--- config.mk ---
export PLATFORM = sky130hd
export DESIGN_NAME = xxhash64_feeder_flat
export DESIGN_NICKNAME = d
export VERILOG_FILES = /design/src/rtl/xxhash_pkg.sv /design/src/rtl/xxhash64_feeder_if.sv /design/src/rtl/xxhash_byte_packer.sv /design/src/rtl/xxhash64_feeder.sv /design/src/flat_wrapper.sv
export SDC_FILE = /design/constraint.sdc
export NUM_CORES = 1
export LEC_CHECK = 0
export ABC_AREA = 1
export CAP_MARGIN = 20
export CORE_ASPECT_RATIO = 0.8
export CORE_UTILIZATION = 45
export CTS_CLUSTER_SIZE = 16
export DETAILED_ROUTE_END_ITERATION = 16
export GPL_TIMING_DRIVEN = 0
export MAX_ROUTING_LAYER = met4
export PLACE_DENSITY_LB_ADDON = 0.08
export SYNTH_ARGS = -nofsm -noshare
export SYNTH_HDL_FRONTEND = slang
export SYNTH_SLANG_ARGS = --single-unit
--- constraint.sdc ---
create_clock -name clk -period 17.9 [get_ports clk]
set_clock_uncertainty 0.1 [all_clocks]
set_input_delay 5.37 -clock clk [delete_from_list [all_inputs] [get_ports clk]]
set_output_delay 5.37 -clock clk [all_outputs]
set_load 0.02 [all_outputs]
--- src/rtl/xxhash_pkg.sv ---
// Shared definitions for the xxhash64 feeder slice.
// Contents: WORD_SIZE, the 64-bit core word type and the feeder state enum.
package xxhash_pkg;

  localparam int WORD_SIZE = 64;

  typedef logic [WORD_SIZE-1:0] word_t;

  typedef enum logic [1:0] {
    IDLE = 2'd0,
    PACK = 2'd1,
    REQ  = 2'd2,
    DONE = 2'd3
  } state_e;

endpackage

--- src/rtl/xxhash64_feeder_if.sv ---
// Bundle of every non-clock signal of the xxhash64 feeder.
// Ports (grouped):
//   seed channel   : seed_valid, seed, seed_empty -> ; <- seed_ready
//   byte stream    : s_valid, s_data, s_last -> ; <- s_ready
//   core side      : <- seed_in, add_to_hash, request_hash, input_bytes, word_bytes
//                    hash_ready, output_hash ->
//   result channel : <- res_valid, res_hash, res_len ; res_ready ->
// Modport slave is taken by the feeder, master by whatever surrounds it.
interface xxhash64_feeder_if #(
  parameter int IN_BYTES = 1,
  parameter int LEN_W    = 64
);
  import xxhash_pkg::*;

  logic                  seed_valid;
  word_t                 seed;
  logic                  seed_empty;
  logic                  seed_ready;
  logic                  s_valid;
  logic [8*IN_BYTES-1:0] s_data;
  logic                  s_last;
  logic                  s_ready;
  logic                  seed_in;
  logic                  add_to_hash;
  logic                  request_hash;
  word_t                 input_bytes;
  logic [3:0]            word_bytes;
  logic                  hash_ready;
  word_t                 output_hash;
  logic                  res_valid;
  word_t                 res_hash;
  logic [LEN_W-1:0]      res_len;
  logic                  res_ready;

  modport slave (
    input  seed_valid, seed, seed_empty, s_valid, s_data, s_last,
           hash_ready, output_hash, res_ready,
    output seed_ready, s_ready, seed_in, add_to_hash, request_hash,
           input_bytes, word_bytes, res_valid, res_hash, res_len
  );

  modport master (
    output seed_valid, seed, seed_empty, s_valid, s_data, s_last,
           hash_ready, output_hash, res_ready,
    input  seed_ready, s_ready, seed_in, add_to_hash, request_hash,
           input_bytes, word_bytes, res_valid, res_hash, res_len
  );

endinterface

--- src/rtl/xxhash_byte_packer.sv ---
// Little-endian beat-to-word packer.
// Keeps the partially filled 64-bit word and its fill count. For the beat
// being accepted this cycle it presents the merged word, its valid byte count
// and whether that beat completes a word (full word or last beat). The
// caller registers the word; the buffer is cleared on the same edge.
// Ports:
//   clk, rst      clock, asynchronous active-high reset
//   beat_fire     a beat is accepted this cycle
//   beat_data     beat payload, byte 0 in [7:0]
//   beat_last     accepted beat ends the message
//   word_done     merged word must be emitted
//   word          buffer merged with the current beat, unused bytes zero
//   word_bytes    valid bytes in word (1..8)
module xxhash_byte_packer
  import xxhash_pkg::*;
#(
  parameter int IN_BYTES = 1
) (
  input  logic                  clk,
  input  logic                  rst,
  input  logic                  beat_fire,
  input  logic [8*IN_BYTES-1:0] beat_data,
  input  logic                  beat_last,
  output logic                  word_done,
  output word_t                 word,
  output logic [3:0]            word_bytes
);

  localparam logic [3:0] BEAT_BYTES = 4'(IN_BYTES);

  logic [3:0] fill_q, fill_d;
  word_t      pack_q, pack_d;
  logic [3:0] fill_sum_s;
  word_t      beat_word_s;

  // Merge the incoming beat at the current fill offset and update the buffer.
  always_comb begin
    fill_sum_s  = fill_q + BEAT_BYTES;
    beat_word_s = word_t'(beat_data) << {fill_q, 3'b000};
    word        = pack_q | beat_word_s;
    word_bytes  = fill_sum_s;
    word_done   = beat_fire && (beat_last || (fill_sum_s == 4'd8));
    pack_d      = pack_q;
    fill_d      = fill_q;
    if (word_done) begin
      pack_d = {WORD_SIZE{1'b0}};
      fill_d = 4'd0;
    end else if (beat_fire) begin
      pack_d = word;
      fill_d = fill_sum_s;
    end else begin
      pack_d = pack_q;
      fill_d = fill_q;
    end
  end

  // Pack buffer and fill count registers.
  always_ff @(posedge clk or posedge rst) begin
    if (rst) begin
      pack_q <= {WORD_SIZE{1'b0}};
      fill_q <= 4'd0;
    end else begin
      pack_q <= pack_d;
      fill_q <= fill_d;
    end
  end

endmodule

--- src/rtl/xxhash64_feeder.sv ---
// Upstream feeder of the xxhash64 core.
// Takes one seed per message, then a valid/ready byte stream with a last
// flag, packs it little-endian into 64-bit words and drives the core strobes
// (seed_in / add_to_hash / request_hash). The core result is captured and
// offered on a valid/ready result port together with the message length.
// Ports:
//   clk  clock
//   rst  asynchronous active-high reset; discards any message in flight
//   bus  xxhash64_feeder_if.slave: seed, stream, core and result channels
// All core-side and result outputs come straight from flops.
module xxhash64_feeder
  import xxhash_pkg::*;
#(
  parameter int IN_BYTES = 1,
  parameter int LEN_W    = 64
) (
  input  logic             clk,
  input  logic             rst,
  xxhash64_feeder_if.slave bus
);

  localparam logic [LEN_W-1:0] LEN_INC = LEN_W'(IN_BYTES);

  state_e           state_q, state_d;
  logic             seed_ready_q, seed_ready_d;
  logic             s_ready_q, s_ready_d;
  logic             seed_in_q, seed_in_d;
  logic             add_to_hash_q, add_to_hash_d;
  logic             request_hash_q, request_hash_d;
  word_t            input_bytes_q, input_bytes_d;
  logic [3:0]       word_bytes_q, word_bytes_d;
  logic             res_valid_q, res_valid_d;
  word_t            res_hash_q, res_hash_d;
  logic [LEN_W-1:0] res_len_q, res_len_d;
  logic [LEN_W-1:0] len_q, len_d;

  logic             beat_fire_s;
  logic             word_done_s;
  word_t            word_s;
  logic [3:0]       word_bytes_s;

  assign beat_fire_s = bus.s_valid && s_ready_q;

  xxhash_byte_packer #(
    .IN_BYTES (IN_BYTES)
  ) u_packer (
    .clk        (clk),
    .rst        (rst),
    .beat_fire  (beat_fire_s),
    .beat_data  (bus.s_data),
    .beat_last  (bus.s_last),
    .word_done  (word_done_s),
    .word       (word_s),
    .word_bytes (word_bytes_s)
  );

  // Message FSM: next state, next strobes, length and result capture.
  always_comb begin
    state_d        = state_q;
    seed_in_d      = 1'b0;
    add_to_hash_d  = 1'b0;
    request_hash_d = 1'b0;
    input_bytes_d  = input_bytes_q;
    word_bytes_d   = 4'd0;
    res_valid_d    = res_valid_q;
    res_hash_d     = res_hash_q;
    res_len_d      = res_len_q;
    len_d          = len_q;
    case (state_q)
      IDLE: begin
        if (bus.seed_valid && seed_ready_q) begin
          input_bytes_d = bus.seed;
          seed_in_d     = 1'b1;
          len_d         = {LEN_W{1'b0}};
          state_d       = bus.seed_empty ? REQ : PACK;
        end else begin
          state_d = IDLE;
        end
      end
      PACK: begin
        if (beat_fire_s) begin
          len_d = len_q + LEN_INC;
          if (word_done_s) begin
            add_to_hash_d = 1'b1;
            input_bytes_d = word_s;
            word_bytes_d  = word_bytes_s;
          end else begin
            add_to_hash_d = 1'b0;
          end
          state_d = bus.s_last ? REQ : PACK;
        end else begin
          state_d = PACK;
        end
      end
      REQ: begin
        // Only a hash_ready seen while the request is already up counts;
        // the first REQ cycle is the final add_to_hash / seed_in cycle.
        if (request_hash_q && bus.hash_ready) begin
          res_hash_d     = bus.output_hash;
          res_len_d      = len_q;
          res_valid_d    = 1'b1;
          request_hash_d = 1'b0;
          state_d        = DONE;
        end else begin
          request_hash_d = 1'b1;
          state_d        = REQ;
        end
      end
      DONE: begin
        if (bus.res_ready) begin
          res_valid_d = 1'b0;
          state_d     = IDLE;
        end else begin
          state_d = DONE;
        end
      end
      default: begin
        state_d = IDLE;
      end
    endcase
    seed_ready_d = (state_d == IDLE);
    s_ready_d    = (state_d == PACK);
  end

  // State, strobe, data and result registers.
  always_ff @(posedge clk or posedge rst) begin
    if (rst) begin
      state_q        <= IDLE;
      seed_ready_q   <= 1'b1;
      s_ready_q      <= 1'b0;
      seed_in_q      <= 1'b0;
      add_to_hash_q  <= 1'b0;
      request_hash_q <= 1'b0;
      input_bytes_q  <= {WORD_SIZE{1'b0}};
      word_bytes_q   <= 4'd0;
      res_valid_q    <= 1'b0;
      res_hash_q     <= {WORD_SIZE{1'b0}};
      res_len_q      <= {LEN_W{1'b0}};
      len_q          <= {LEN_W{1'b0}};
    end else begin
      state_q        <= state_d;
      seed_ready_q   <= seed_ready_d;
      s_ready_q      <= s_ready_d;
      seed_in_q      <= seed_in_d;
      add_to_hash_q  <= add_to_hash_d;
      request_hash_q <= request_hash_d;
      input_bytes_q  <= input_bytes_d;
      word_bytes_q   <= word_bytes_d;
      res_valid_q    <= res_valid_d;
      res_hash_q     <= res_hash_d;
      res_len_q      <= res_len_d;
      len_q          <= len_d;
    end
  end

  assign bus.seed_ready   = seed_ready_q;
  assign bus.s_ready      = s_ready_q;
  assign bus.seed_in      = seed_in_q;
  assign bus.add_to_hash  = add_to_hash_q;
  assign bus.request_hash = request_hash_q;
  assign bus.input_bytes  = input_bytes_q;
  assign bus.word_bytes   = word_bytes_q;
  assign bus.res_valid    = res_valid_q;
  assign bus.res_hash     = res_hash_q;
  assign bus.res_len      = res_len_q;

endmodule

--- src/flat_wrapper.sv ---
// flat-port wrapper written by rule: the top's interface ports become plain ports
module xxhash64_feeder_flat import xxhash_pkg::*;
#(
  parameter int IN_BYTES = 1,
  parameter int LEN_W    = 64
)
  (clk, rst, bus_seed_valid, bus_seed, bus_seed_empty, bus_s_valid, bus_s_data, bus_s_last, bus_hash_ready, bus_output_hash, bus_res_ready, bus_seed_ready, bus_s_ready, bus_seed_in, bus_add_to_hash, bus_request_hash, bus_input_bytes, bus_word_bytes, bus_res_valid, bus_res_hash, bus_res_len);
  xxhash64_feeder_if #(.IN_BYTES(IN_BYTES), .LEN_W(LEN_W)) bus_i ();
  input  logic clk;
  input  logic rst;
  input wire logic [$bits(bus_i.seed_valid)-1:0] bus_seed_valid;
  input wire logic [$bits(bus_i.seed)-1:0] bus_seed;
  input wire logic [$bits(bus_i.seed_empty)-1:0] bus_seed_empty;
  input wire logic [$bits(bus_i.s_valid)-1:0] bus_s_valid;
  input wire logic [$bits(bus_i.s_data)-1:0] bus_s_data;
  input wire logic [$bits(bus_i.s_last)-1:0] bus_s_last;
  input wire logic [$bits(bus_i.hash_ready)-1:0] bus_hash_ready;
  input wire logic [$bits(bus_i.output_hash)-1:0] bus_output_hash;
  input wire logic [$bits(bus_i.res_ready)-1:0] bus_res_ready;
  output wire logic [$bits(bus_i.seed_ready)-1:0] bus_seed_ready;
  output wire logic [$bits(bus_i.s_ready)-1:0] bus_s_ready;
  output wire logic [$bits(bus_i.seed_in)-1:0] bus_seed_in;
  output wire logic [$bits(bus_i.add_to_hash)-1:0] bus_add_to_hash;
  output wire logic [$bits(bus_i.request_hash)-1:0] bus_request_hash;
  output wire logic [$bits(bus_i.input_bytes)-1:0] bus_input_bytes;
  output wire logic [$bits(bus_i.word_bytes)-1:0] bus_word_bytes;
  output wire logic [$bits(bus_i.res_valid)-1:0] bus_res_valid;
  output wire logic [$bits(bus_i.res_hash)-1:0] bus_res_hash;
  output wire logic [$bits(bus_i.res_len)-1:0] bus_res_len;
  assign bus_i.seed_valid = bus_seed_valid;
  assign bus_i.seed = bus_seed;
  assign bus_i.seed_empty = bus_seed_empty;
  assign bus_i.s_valid = bus_s_valid;
  assign bus_i.s_data = bus_s_data;
  assign bus_i.s_last = bus_s_last;
  assign bus_i.hash_ready = bus_hash_ready;
  assign bus_i.output_hash = bus_output_hash;
  assign bus_i.res_ready = bus_res_ready;
  assign bus_seed_ready = bus_i.seed_ready;
  assign bus_s_ready = bus_i.s_ready;
  assign bus_seed_in = bus_i.seed_in;
  assign bus_add_to_hash = bus_i.add_to_hash;
  assign bus_request_hash = bus_i.request_hash;
  assign bus_input_bytes = bus_i.input_bytes;
  assign bus_word_bytes = bus_i.word_bytes;
  assign bus_res_valid = bus_i.res_valid;
  assign bus_res_hash = bus_i.res_hash;
  assign bus_res_len = bus_i.res_len;
  xxhash64_feeder #(.IN_BYTES(IN_BYTES), .LEN_W(LEN_W)) u_core (.clk(clk), .rst(rst), .bus(bus_i));
endmodule
### Yosys cells after proc, flatten, opt, wreduce, memory -nomap -nowiden

Cells that the tools add are included.

* add/subtract/negate cells: 2
* equality and inequality tests: 10
* shift operators: 1
* muxes and demuxes: 31
* bitwise operators: 1
* reductions and logical operators: 14

Operators with widths (count)
* two-way mux 64 bit: 7
* case mux 64 bit (2 select lines): 2
* adder 64 x 1 -> 64 bit (second input constant): 1
* bitwise OR 64 bit: 1
* left shift 8 x 7 -> 64 bit: 1
* two-way mux 4 bit: 5
* two-way mux 1 bit: 10
* two-way mux 2 bit: 5
* case mux 2 bit (4 select lines): 1
* inequality test 2 bit (second input constant): 3
* AND reduction 3 bit: 2
* nonzero test 2 bit: 3
* adder 4 x 1 -> 4 bit (second input constant): 1
* == test 2 x 1 -> 1 bit (second input constant): 2
* == test 2 bit (second input constant): 2
* == test 4 bit (second input constant): 1
* logical AND 1 bit: 4
* logical NOT 2 bit: 2
* inequality test 2 x 1 -> 1 bit (second input constant): 2
* AND reduction 4 bit: 1
* case mux 1 bit (2 select lines): 1
* AND reduction 2 bit: 1
* logical OR 1 bit: 1

* bits in registers: 336
* bits of input ports: 144
* output and inout bits: 202

### Logic depth before layout (Yosys ltp)

Gate-level depths: netlist of run 1.

* word-level depth: 7
* depth in mapped cells: 12

### Modules after synthesis

From an unflattened synthesis of run 1, not the netlist that was laid out.

* cell total of the unflattened synthesis: 2058
* area, all modules: 15835.2 um2

Modules (own cells, without submodules)
* xxhash64_feeder: instances 1, cells each 1552, area an instance 12196.7 um2, sequential area each 6707.7 um2
* xxhash_byte_packer: instances 1, cells each 506, area an instance 3638.5 um2, sequential area each 1701.6 um2

### Worst setup path before layout of run 1

OpenSTA, ideal clock, no wires.

* path kind: input-to-reg
* start: input bus_s_valid
* end: register u_core.u_packer.pack_q[14]
* library setup time: 0.124 ns
* arrival time: 6.486 ns
* data required time: 17.676 ns
* path slack: 11.190 ns
* cell stages on the path: 8
* path buffers: 3
* cell sequence: nand2_1 inv_1 clkbuf_1 nand2_1 nand2_1 buf_2 buf_2 a21oi_1

* longest elaborated chain between the ends: 3

RTL lines
* from (decl): line flat_wrapper.sv:14 `input wire logic [$bits(bus_i.s_valid)-1:0] bus_s_valid;`
* logical AND 1 bit *: line xxhash64_feeder.sv:42 `assign beat_fire_s = bus.s_valid && s_ready_q;`
* logical AND 1 bit: line xxhash_byte_packer.sv:42 `word_done = beat_fire && (beat_last || (fill_sum_s == 4'd8));`
* two-way mux 64 bit / nonzero test 2 bit (equally long branches)
* to (signal assigned): line xxhash_byte_packer.sv:60 `pack_q <= {WORD_SIZE{1'b0}};`
* to (signal assigned): line xxhash_byte_packer.sv:63 `pack_q <= pack_d;`
* to (decl): line xxhash_byte_packer.sv:32 `word_t pack_q, pack_d;`

Mark *: on every way between the ends. The rest lies on a longest branch, timed or not.
A chain may end at the register's enable or synchronous reset.

### Worst setup path after layout of run 1

* start: input bus_s_valid
* end: register u_core.len_q[32]

* longest elaborated chain between the ends: 3

RTL lines
* logical AND 1 bit: line xxhash64_feeder.sv:42
* inequality test 2 bit (no line)
* AND reduction 3 bit (no line)
* to (signal assigned): line xxhash64_feeder.sv:139 `len_q <= {LEN_W{1'b0}};`
* to (signal assigned): line xxhash64_feeder.sv:152 `len_q <= len_d;`
* to (decl): line xxhash64_feeder.sv:35 `logic [LEN_W-1:0] len_q, len_d;`

Every way passes these cells.

==> results.py, run 1 <==
metrics = {
    "power": {
        "power.share.sequential": 0.353,
        "p_leak_nw": 10.2,
        "power_mw": 3.28,
        "switching_share": 0.393,
        "powerDensity_mw_per_mm2": 155,
        "peakVddDrop_mv": 0.0949,
        "p_clk_frac": 0.232,
        "power.switching_mw": 1.29,
        "p_int_mw": 1.99,
        "p_comb_frac": 0.415,
    },
    "synthesis": {
        "ys_types": 39,
        "ys_ff_latch": 336,
        "synth_area_per_cell_um2": 7.65,
        "synthCells": 2080,
        "synth_warnings": 0,
        "syn_nets": 2226,
        "synth_seq_area_share": 0.528,
        "syn_area_mm2": 0.0159,
    },
    "worst_setup_path": {
        "end_kind": "register",
        "startpoint_type": "input port",
        "critPathMaxStageDelay_ns": 0.57,
        "crit_chain": "clkdlybuf4s50_1 -> nand2_1 -> clkbuf_1 -> nor2_2 -> nor2_1 -> nor3_1 -> nand2_1 -> xor2_1 -> nor2_1",
        "path_class": "in -> reg",
        "cp_num_buf_inv": 2,
        "critPathTopFamily": "simple AND/OR/NAND/NOR gates",
        "worstPathArrival_ns": 7.74,
        "critPathSlowestCell": "nor3_1",
        "crit_required_ns": 18.19,
        "critPathMaxFanout": 10,
    },
    "global_route": {
        "globalRouteTotalUtil": 0.318,
        "grt_pass1_wl_um": 84300,
        "grt_pass1_vias": 14411,
        "overflow": 0,
        "antenna_found_initial": 1,
        "grt_max_degree": 127,
    },
    "clocking": {
        "htree_num_levels": 2,
        "clockBufferDepth": 3,
        "cts_made_buffers": 36,
        "clk_latency_ns": 0.53,
        "clock-sinks": 336,
        "clk_pin_slew_worst_paths_ns": 0.06,
        "post_cts_buffers": 0,
        "cts_tree": "done",
        "cts_hold_buffers": 0,
        "ctsResizeCount": 0,
        "cts-root-buf": "clkbuf_16",
    },
    "floorplan": {
        "ios": 346,
        "die_w_um": 212,
        "start_util": 0.457,
        "die_area_mm2": 0.0361,
        "rows": 61,
        "core_area_mm2": 0.0348,
        "die_h_um": 170,
    },
    "timing": {
        "hold_viol": 0,
        "final_max_slew_viol_count": 0,
        "rsz0062_at_grt": "no",
        "worst_pin_slew_ns": 0.896,
        "tns_ns": 0,
        "finalCritPeriodShare": 0.416,
        "min_period_ns": 7.44,
        "setup_viol": 0,
        "fmax_mhz": 134,
        "relSlewSlack": 0.403,
    },
    "route": {
        "routedWlPerCell_um": 18.8,
        "vias_per_cell": 5.24,
        "drc_errors": 0,
        "antenna_left": 0,
        "via_count": 15534,
        "first_iter_violations": 1460,
        "routed_wl_um": 55800,
        "dr.pass1.iters": 6,
    },
    "status": {
        "outcome": "complete, no violations",
    },
    "hold_path": {
        "hp-class": "reg -> reg",
    },
    "final_layout": {
        "drive_gt1_frac": 0.0574,
        "seq_area_mm2": 0.00841,
        "final_area_mm2": 0.0212,
        "fill_cells": 3257,
        "nNetsFinal": 2611,
        "final_common_cell": "nand2_1",
        "final_cell_mix": "715 x nand2_1, 345 x clkdlybuf4s50_1, 335 x dfrtp_1, 220 x nor2_1, 178 x inv_1",
        "syn_to_final_growth_pct": 33.3,
        "multi_input_comb_area_mm2": 0.00636,
    },
    "place": {
        "gp_congestion": 0.945,
        "port_buffers": 345,
        "place_area_mm2": 0.0200,
        "hpwl_um": 42400,
    },
    "run": {
        "cap_violations": 0,
    },
}
-- synthesized netlist by cell type --
library cell,count,area (µm²)
o21ai_0,113,566
buf_2,38,190
o22ai_1,2,12.5
a211o_1,1,8.76
buf_4,8,60.1
buf_1,6,22.5
ha_1,2,25.0
or2_2,8,50.1
nand4_1,26,163
xor2_1,10,87.6
nand2_1,715,2680
nor4_1,1,6.26
clkbuf_1,46,173
o21ai_1,3,15.0
nor2b_1,1,6.26
nand3_1,159,796
and2_1,2,12.5
inv_2,4,15.0
nor2_8,1,20.0
nand3b_1,4,30.0
nor3b_1,1,7.51
nor3_1,42,210
nand2_4,1,11.3
dfstp_2,1,26.3
nand3_2,2,20.0
o31ai_1,1,7.51
inv_1,179,672
a31oi_1,11,68.8
a21oi_1,113,566
xnor2_1,3,26.3
clkinv_1,1,3.75
a211oi_1,1,7.51
nor2_4,3,33.8
nor2_2,10,62.6
nor2_1,220,826
buf_6,1,11.3
nor3_2,1,10.0
nand2_2,4,25.0
dfrtp_1,335,8380
-- registers in the layout, indices dropped and copies added (netlist names) --
name / flops
u_core.u_packer.fill_q: 4
u_core.bus.res_len: 64
u_core.bus.request_hash: 1
u_core.bus.word_bytes: 4
u_core.bus.res_hash: 64
u_core.state_q: 2
u_core.bus.seed_in: 1
u_core.bus.input_bytes: 64
u_core.bus.add_to_hash: 1
u_core.bus.res_valid: 1
u_core.len_q: 64
u_core.bus.seed_ready: 1
u_core.u_packer.pack_q: 64
u_core.bus.s_ready: 1
-- power groups by stage --
| stage | Clock [mW] | Sequential (mW) | Combinational, mW |
|---|---|---|---|
| floorplan | 0 | 1.36 | 0.501 |
| global placement | 0 | 1.16 | 1.33 |
| detailed placement | 0 | 1.16 | 1.35 |
| CTS | 0.772 | 1.15 | 1.36 |
| global route | 0.799 | 1.18 | 1.48 |
| finish | 0.762 | 1.16 | 1.36 |
-- worst reg2reg max path, delay by kind of cell (launching register included) --
kind          cells  cell delay (ns)
xor+xnor          1             0.18
simple gates      6             1.47
flops             1             0.40
buf+inv           1             0.30
-- through the flow --
stage	setup slack, ns	instances	util	hold slack [ns]
floorplan	3.12	2080	-	0.357
global placement	-1.24	2897	0.574	0.355
detailed placement	9.99	2899	0.575	0.358
CTS	10.55	2962	0.610	0.373
global route	10.32	2963	0.610	0.389
finish	10.46	2963	0.610	0.368
-- routing by layer --
layer  GRT usage  share of wire
met3      0.0607          0.081
met5           -              0
met4      0.0926          0.028
met1       0.459           0.47
met2       0.451           0.42
-- area by class of cell --
type,instances,area share
clock inverter,11,0.00525
tap,472,0.0278
sequential,336,0.396
clock buffer,52,0.0510
multi-input combinational,1461,0.300
antenna,1,0.000118
timing repair buffer,347,0.165
inverter,184,0.0329
buffer,99,0.0215
-- final timing paths --
path,from,to,slack [ns],cells after the start
max,bus_s_valid,u_core.len_q[32]$_DFFE_PP0P_,10.46,9
min,u_core.bus.input_bytes[62]$_DFFE_PP0P_,u_core.bus.input_bytes[62]$_DFFE_PP0P_,0.37,2
max reg2reg,u_core.bus.s_ready$_DFF_PP0_,u_core.len_q[32]$_DFFE_PP0P_,15.33,8
min reg2reg,u_core.bus.input_bytes[62]$_DFFE_PP0P_,u_core.bus.input_bytes[62]$_DFFE_PP0P_,0.37,2
max in group asynchronous,rst,u_core.len_q[27]$_DFFE_PP0P_,10.72,4
min in group asynchronous,rst,u_core.bus.input_bytes[24]$_DFFE_PP0P_,5.32,2
-- cell families (layout without fill, tap and decap cells) --
kind of cell / after synthesis / count (layout) / share of synthesized area
flops: 336 / 336 / 0.528
buf+inv: 283 / 693 / 0.0721
xor+xnor: 13 / 13 / 0.00715
compound gates: 245 / 245 / 0.0786
simple gates: 1201 / 1201 / 0.312
fa+ha+maj: 2 / 2 / 0.00157
other cells: 0 / 1 / 0
No activity file was read; power rests on OpenSTA's default activity.
==> run 2, diff against run 1 <==
- clock period: 17.9 -> 6.3 ns (I/O delays scaled with it)
==> results.py, run 2 (synthesis gave the netlist of run 1 again) <==
metrics = {
    "worst_setup_path": {
        "critPathMaxStageDelay_ns": 0.63,
        "end_kind": "register",
        "regToRegSetupSlack_ns": 3.60,
        "r2r-start": "u_core.bus.s_ready$_DFF_PP0_",
        "critPathSlowestCell": "nor2_1",
        "crit_required_ns": 6.59,
        "worstPathArrival_ns": 4.30,
        "worstReg2RegEnd": "u_core.len_q[32]$_DFFE_PP0P_",
        "crit_chain": "clkdlybuf4s50_1 -> nand2_1 -> clkbuf_1 -> nor2_2 -> nor2_1 -> nor3_1 -> nand2_1 -> xor2_1 -> nor2_1",
        "path_class": "in -> reg",
        "startpoint_type": "input port",
        "rr_worst_depth": 8,
        "critPathMaxFanout": 10,
    },
    "route": {
        "routedWlPerCell_um": 18.9,
        "via_count": 15527,
        "antenna_left": 0,
        "vias_per_cell": 5.22,
        "first_iter_violations": 1419,
        "dr.pass1.iters": 6,
        "routed_wl_um": 56200,
        "drc_errors": 0,
    },
    "timing": {
        "final_max_slew_viol_count": 0,
        "relSlewSlack": 0.396,
        "hold_viol": 0,
        "setup_viol": 0,
        "whs_ns": 0.371,
        "min_period_ns": 4.01,
        "finalCritPeriodShare": 0.637,
        "worst_pin_slew_ns": 0.906,
        "fmax_mhz": 249,
        "rsz0062_at_grt": "no",
    },
    "place": {
        "port_buffers": 345,
        "hpwl_um": 43100,
        "place_area_mm2": 0.0201,
        "gp_congestion": 0.972,
    },
    "power": {
        "peakVddDrop_mv": 0.276,
        "p_leak_nw": 10.2,
        "p_int_mw": 5.61,
        "power.share.sequential": 0.353,
        "switching_share": 0.395,
        "powerDensity_mw_per_mm2": 435,
        "power.switching_mw": 3.66,
        "power_mw": 9.26,
        "p_comb_frac": 0.421,
        "p_clk_frac": 0.226,
    },
    "global_route": {
        "antenna_found_initial": 3,
        "grt_max_degree": 42,
        "grt_pass1_vias": 14812,
        "globalRouteTotalUtil": 0.323,
        "overflow": 0,
        "grt_pass1_wl_um": 85700,
    },
    "clocking": {
        "clk_latency_ns": 0.54,
        "cts_hold_buffers": 0,
        "clock-sinks": 336,
        "ctsResizeCount": 0,
        "clk_pin_slew_worst_paths_ns": 0.07,
        "cts_made_buffers": 36,
        "cts-root-buf": "clkbuf_16",
        "cts_tree": "done",
        "post_cts_buffers": 0,
        "clockBufferDepth": 3,
        "htree_num_levels": 2,
    },
    "final_layout": {
        "final_area_mm2": 0.0213,
        "final_cell_mix": "715 x nand2_1, 345 x clkdlybuf4s50_1, 335 x dfrtp_1, 220 x nor2_1, 178 x inv_1",
        "syn_to_final_growth_pct": 33.7,
        "drive_gt1_frac": 0.0565,
        "final_common_cell": "nand2_1",
        "nNetsFinal": 2618,
        "fill_cells": 3183,
    },
    "floorplan": {
        "die_w_um": 212,
        "rows": 61,
        "start_util": 0.457,
        "core_area_mm2": 0.0348,
        "die_area_mm2": 0.0361,
        "ios": 346,
        "die_h_um": 170,
    },
    "hold_path": {
        "hp-class": "reg -> reg",
        "worst_hold_path.endpoint": "u_core.bus.input_bytes[41]$_DFFE_PP0P_",
        "hold_depth": 2,
        "hold_path.startpoint": "u_core.bus.input_bytes[41]$_DFFE_PP0P_",
    },
    "run": {
        "cap_violations": 0,
    },
    "status": {
        "outcome": "complete, no violations",
    },
}
[run 2: cell count changes in the layout (fill, tap and decap cells not counted), sizes merged]
| cell | previous run | this run |
|---|---|---|
| diode | 1 | 3 |
| buf | 55 | 62 |
| clkinv | 8 | 4 |
| clkbuf | 98 | 105 |
| inv | 184 | 182 |
| bufinv | 2 | 1 |
[run 2: critical path: cells and delay by family]
kind	cells	cell delay (ns)
AND/OR/NAND/NOR	6	1.36
buffers and inverters	2	0.88
XOR/XNOR	1	0.16
[run 2: power groups by stage]
stage | registers [mW] | logic, mW | clock network [mW]
CTS | 3.27 | 3.90 | 2.12
floorplan | 3.87 | 1.43 | 0
finish | 3.27 | 3.90 | 2.09
global placement | 3.28 | 3.82 | 0
global route | 3.35 | 4.23 | 2.21
detailed placement | 3.29 | 3.88 | 0
[run 2: cell type report]
class	instances	area [µm²]	area share
repair buffers	354	3630	0.171
plain buffers	99	457	0.0215
flip-flops and latches	336	8410	0.395
clock inverters	4	45.0	0.00212
clock buffers	59	1090	0.0511
inverters	184	694	0.0326
multi-input cells	1461	6360	0.299
diodes	3	7.51	0.000353
well taps	472	591	0.0277
[run 2: worst max path at each step]
stage                                           to            from
6_report              u_core.len_q[32]$_DFFE_PP0P_     bus_s_valid
5_1_grt        u_core.bus.res_hash[40]$_DFFE_PP0P_  bus_hash_ready
4_1_cts        u_core.bus.res_hash[40]$_DFFE_PP0P_  bus_hash_ready
3_5_place_dp   u_core.bus.res_hash[40]$_DFFE_PP0P_  bus_hash_ready
3_3_place_gp   u_core.bus.res_hash[33]$_DFFE_PP0P_             rst
2_1_floorplan     u_core.bus.add_to_hash$_DFF_PP0_             rst
[run 2: through the flow]
step / TNS, ns / setup WS (ns) / util / std cells
floorplan: -60.22 / -0.180 / - / 2080
global placement: -891.34 / -2.71 / 0.574 / 2897
detailed placement: 0 / 1.74 / 0.579 / 2906
CTS: 0 / 2.29 / 0.611 / 2969
global route: 0 / 2.13 / 0.612 / 2972
finish: 0 / 2.29 / 0.612 / 2972
[run 2: routing by layer]
metal / GRT usage / share of wire
met1: 0.445 / 0.45
met5: - / 0
met2: 0.465 / 0.43
met3: 0.0917 / 0.095
met4: 0.0882 / 0.023
==> run 3, diff against run 2 <==
- clock period: 6.3 -> 3.7 ns (I/O delays scaled with it)
==> results of run 3 <==
The final DEF is identical to that of run 2. Status: complete, no violations.
Among the figures that moved: setup slack after placement 1.74 ns -> -0.0815 ns; setup slack after layout 2.29 ns -> 0.466 ns; register-to-register setup slack 3.60 ns -> 1.00 ns; total power 9.26 mW -> 15.8 mW; worst IR drop on VDD 0.276 mV -> 0.469 mV
==> patch 1 (config.mk and constraints of run 3) <==
The 4 states of `state_e` get a Gray code encoding in 2 bits.
--- a/src/rtl/xxhash_pkg.sv
+++ b/src/rtl/xxhash_pkg.sv
@@ -8,8 +8,8 @@
 
   typedef enum logic [1:0] {
-    IDLE = 2'd0,
-    PACK = 2'd1,
-    REQ  = 2'd2,
-    DONE = 2'd3
+    IDLE = 2'b00,
+    PACK = 2'b01,
+    REQ  = 2'b11,
+    DONE = 2'b10
   } state_e;
 
Behaviour: same outputs for any inputs over 4 cycles, from zero or initial values and one cycle with rst high; so few cycles prove little.
==> patch 1 against run 3 <==
Synthesized cell count increased by 0.14%; hold slack got worse by 4.3 ps; register-to-register slack improved by 170 ps; worst setup slack improved by 210 ps; sequential share of layout area increased by 0.14 points; cell area decreased by 0.36%; cell count unchanged; global-route usage decreased by 2.8 points; power increased by 0.59%; area after synthesis decreased by 0.60%; wire length decreased by 8.3%; critical path depth unchanged; sequential cell count unchanged.
==> patch 1: results (changes against run 3) <==
- Slew headroom: 45.9% (+6.3 points)
- Synth top cells by count: 729 x nand2_1, 335 x dfrtp_1, 229 x nor2_1
- Max IR drop VDD: 444 µV (-5.4%)
- Setup bufs post-CTS: 0 (unchanged)
- 1st-pass router iterations: 6 (unchanged)
- Avg Synthesized Cell Area: 7.60 µm² (-0.74%)
- Critical path origin: bus_seed_valid
- Vias in the first global route: 14547 (-1.8%)
- R2R setup slack: 1170 ps (+170 ps)
- Routed WL: 51.5 mm (-8.3%)
- Gpl congestion: 0.957 (-1.5%)
- Tot GR Track Use: 29.5% (-2.8 points)
- Dpl cells: 2909 (+0.10%)
- Share of cells above drive strength 1: 5.00% (-0.65 points)
- Layout Nets: 2621 (+0.11%)
- First-pass GRT wire length: 79.5 mm (-7.1%)
- Crit path capture: u_core.bus.input_bytes[26]$_DFFE_PP0P_
- CP max stage cell: clkbuf_1
- Crit path largest cell delay: 520 ps (-110 ps)
- Met2 Use GR: 46.5% (about the same)
- Register area share after synthesis: 53.1% (+0.32 points)
- M1 GR Usage: 39.1% (-5.4 points)
- Largest net degree at the start of global routing: 43 (+2.4%)
- Synth cell types: 32 (-18%)
- Filler Cells Inserted: 3293 (+3.5%)
- Status: completed
- Met3 track demand over resource: 3.94% (-5.2 points)
- Leakage power: 10.0 nW (-2.1%)
- Worst setup margin: 673 ps (+207 ps)
- Wirelength per Cell: 17.3 µm (-8.3%)
- DP Area: 20100 µm² (-0.47%)
- Reg-to-reg critical path startpoint: u_core.bus.seed_ready$_DFF_PP1_
- Crit-path leading delay family: buffers and inverters
- Pre-CTS setup slack: 124 ps (+206 ps)
- Dpl hpwl: 39.8 mm (-7.7%)
- Top post-synthesis cells by area: dfrtp_1 53%, nand2_1 17%, nor2_1 5.4%
- # diodes: 0 (-3)
- Iteration-0 DRC Markers: 1223 (-14%)
- WP data arrival: 3390 ps (-130 ps)
- Vias per cell: 5.09 (-2.6%)
- Initial antenna violation count: 0 (-3)
[patch 1: cell types whose count changed after synthesis, moves of 3 or more]
cell      delta
a21oi_1      +3
nand3_1      -3
inv_1        -7
clkbuf_1    +15
o21ai_0     +10
nor2_1       +9
xor2_1       -4
buf_2       -16
nor3_1       -3
nand2_1     +14
[patch 1: layout make-up]
class	instances	area [µm²]	area share, %
timing repair buffer	354	3630	17.1
inverter	178	672	3.17
clock inverter	12	120	0.566
sequential	336	8410	39.6
multi-input combinational	1470	6310	29.7
clock buffer	51	1040	4.90
buffer	99	440	2.08
tap	472	591	2.78
[patch 1: worst min path at each step]
stage                                            from  slack, ps                                endpoint
2_1_floorplan  u_core.u_packer.pack_q[48]$_DFFE_PP0P_        370  u_core.u_packer.pack_q[48]$_DFFE_PP0P_
3_3_place_gp       u_core.bus.res_len[29]$_DFFE_PP0P_        350      u_core.bus.res_len[29]$_DFFE_PP0P_
3_5_place_dp      u_core.bus.res_hash[15]$_DFFE_PP0P_        360     u_core.bus.res_hash[15]$_DFFE_PP0P_
4_1_cts           u_core.bus.res_hash[15]$_DFFE_PP0P_        370     u_core.bus.res_hash[15]$_DFFE_PP0P_
5_1_grt            u_core.bus.res_len[25]$_DFFE_PP0P_        390      u_core.bus.res_len[25]$_DFFE_PP0P_
6_report       u_core.bus.input_bytes[18]$_DFFE_PP0P_        370  u_core.bus.input_bytes[18]$_DFFE_PP0P_
[patch 1: layer usage]
layer | vias to the layer above | routed length, µm | share of wire, %
met5 | - | 0 | 0
met4 | 0 | 1750 | 3.4
met3 | 97 | 2640 | 5.1
met2 | 444 | 24100 | 47
met1 | 7204 | 23000 | 45
li1 | 7379 | - | -
[patch 1: kinds of logic after synthesis]
group | count (synthesis) | share of synthesized area [%]
flops | 336 | 53.1
xor+xnor | 8 | 0.443
fa+ha+maj | 2 | 0.158
buf+inv | 277 | 7.01
simple gates | 1205 | 31.1
compound gates | 255 | 8.18
[patch 1: worst register-to-register path: cells and delay by family, from the launching register on]
kind / cells / cell delay, ps
buffers and inverters: 3 / 950
and+or+nand+nor: 5 / 880
DFF: 1 / 550
[patch 1: power breakdown]
group          internal [W]  switching, W
sequential          0.00486      0.000703
clock               0.00210       0.00150
combinational       0.00263       0.00408
[patch 1: through the flow]
stage	hold slack, ps	TNS [ps]
after floorplan	372	-670710
after global placement	353	-1482720
after detailed placement	357	0
after CTS	372	0
after global routing	388	0
final	367	0
==> patch 2 (config.mk and constraints of run 3) <==
Made on the original files. The package constant `WORD_SIZE` goes from 64 to 128. Comments in the files are not updated.
--- a/src/rtl/xxhash_pkg.sv
+++ b/src/rtl/xxhash_pkg.sv
@@ -3,5 +3,5 @@
 package xxhash_pkg;
 
-  localparam int WORD_SIZE = 64;
+  localparam int WORD_SIZE = 128;
 
   typedef logic [WORD_SIZE-1:0] word_t;
Ports: changed (resized bus_input_bytes, bus_output_hash, bus_res_hash and bus_seed); port bits go from 346 to 602. No check against the original RTL was run, so the function may have changed too.
==> patch 2 against run 3 <==
Hold slack improved by 1.0 ps; sequential cell count is 192 higher; combinational power up 88%; first-iteration DRC count increased by 84%; worst setup slack worse by 340 ps; cell area grew 57%; power grew 73%; wire length up 84%; area after synthesis is 54% higher; cell count is 54% higher.
==> patch 2: results (changes against run 3) <==
- Synth warn: 0 (unchanged)
- Worst Tran Pin Value: 1140 ps (+230 ps)
- Synth top cells by count: 994 x nand2_1, 527 x dfrtp_1, 479 x nor2_1
- Clock network area share: 5.27% (-0.050 points)
- Setup bufs post-CTS: 0 (unchanged)
- Multi-input comb cells: 2232 (+53%)
- Crit-path leading delay family: buffers and inverters
- M1 GR Usage: 50.5% (+6.0 points)
- CP max stage cell: clkbuf_1
- Signal buffers: 805 (+78%)
- Tot GR Track Use: 38.1% (+5.8 points)
- Input/output buffers: 601 (+74%)
- Xor/xnor share of the synthesized area: 0.501% (-0.21 points)
- Crit path largest cell delay: 500 ps (-130 ps)
- Clock buf count: 80 (+36%)
- Top post-synthesis cells by area: dfrtp_1 54%, nand2_1 15%, nor2_1 7.3%
- Share of cells above drive strength 1: 5.37% (-0.28 points)
- Routed WL: 103 mm (+84%)
- Num CTS Buffers: 54 (+50%)
- Multi-input gate area: 9710 µm² (+53%)
- Wirelength per Cell: 22.6 µm (+20%)
- Status: completed
- Root buffer cell: clkbuf_16
- Area share of fa/ha/maj cells after synthesis: 0.102% (-0.055 points)
- Max IR drop VDD: 498 µV (+6.2%)
- Met3 track demand over resource: 7.52% (-1.6 points)
- Async SR Flop Fraction: 100% (unchanged)
- Leakage power: 15.6 nW (+53%)
- Dpl cells: 4459 (+53%)
- Worst-Skew Late Latency: 610 ps (+70 ps)
- Avg Synthesized Cell Area: 7.79 µm² (+1.8%)
- First-pass GRT wire length: 153 mm (+79%)
- Worst hold path type: reg2reg
- CTS Buffer Depth: 3 (unchanged)
- Mapped Cells: 3142 (+51%)
- Worst-path clk slew: 60 ps
- Filler Cells Inserted: 4684 (+47%)
- # diodes: 9 (+6)
- Seq/total area: 39.5% (about the same)
- Worst hold start: u_core.bus.input_bytes[34]$_DFFE_PP0P_
- Largest net degree at the start of global routing: 46 (+9.5%)
- Inverters, non-clock: 193 (+4.9%)
- Dpl hpwl: 80.6 mm (+87%)
- Synth cell types: 33 (-15%)
- Met2 Use GR: 58.3% (+12 points)
- CP max FO: 10 (unchanged)
- Synth Area in Compound Gates: 6.91% (-0.95 points)
- Vias in the first global route: 24327 (+64%)
- Vias per cell: 5.51 (+5.5%)
- Flops & latches, synth: 528 (+57%)
- Register area share after synthesis: 54.0% (+1.2 points)
- Iteration-0 DRC Markers: 2604 (+84%)
- Layout Nets: 4088 (+56%)
- Buffering overhead: 21.3% (+2.1 points)
- Gpl congestion: 0.998 (+2.7%)
- Critical path origin: bus_s_valid
- Initial antenna violation count: 10 (+7)
- Pre-CTS setup slack: -361 ps (-280 ps)
- Syn Nets: 3416 (+53%)
- DP Area: 31700 µm² (+57%)
patch 2: metrics by stage:
stage          setup TNS, ps  util [%]
2_1_floorplan       -2471840         -
3_3_place_gp        -4169950      58.3
3_5_place_dp          -12150      58.8
4_1_cts                    0      62.1
5_1_grt                    0      62.1
6_report                   0      62.1
patch 2: kinds of logic after synthesis:
group           Yosys count
buf+inv                 382
simple gates           1901
compound gates          315
xor+xnor                 14
flops                   528
fa+ha+maj                 2
patch 2: routing by layer:
| metal | vias to the layer above | part of all wire (%) | wire, µm |
|---|---|---|---|
| met1 | 12195 | 42 | 43700 |
| met2 | 1332 | 45 | 47000 |
| met3 | 206 | 8.7 | 8950 |
| met5 | - | 0 | 0 |
| met4 | 0 | 3.7 | 3820 |
| li1 | 11450 | - | - |
patch 2: worst paths after layout:
path	cells after the start	slack, ps	endpoint
min in group asynchronous	2	950	u_core.bus.res_len[20]$_DFFE_PP0P_
max	9	120	u_core.bus.input_bytes[56]$_DFFE_PP0P_
max in group asynchronous	6	1020	u_core.bus.input_bytes[84]$_DFFE_PP0P_
max reg2reg	8	610	u_core.bus.input_bytes[56]$_DFFE_PP0P_
min reg2reg	2	370	u_core.bus.input_bytes[34]$_DFFE_PP0P_
min	2	370	u_core.bus.input_bytes[34]$_DFFE_PP0P_
patch 2: worst register-to-register path, delay by kind of cell (launching register included):
| family | cells | cell delay (ps) |
|---|---|---|
| and+or+nand+nor | 5 | 1250 |
| buffers and inverters | 3 | 1230 |
| DFF | 1 | 430 |
patch 2: power by group:
part | total [W] | switching [W] | internal [W]
Clock | 0.00556 | 0.00237 | 0.00319
Combinational | 0.0125 | 0.00780 | 0.00467
Sequential | 0.00930 | 0.00132 | 0.00798
Total | 0.0273 | 0.0115 | 0.0158
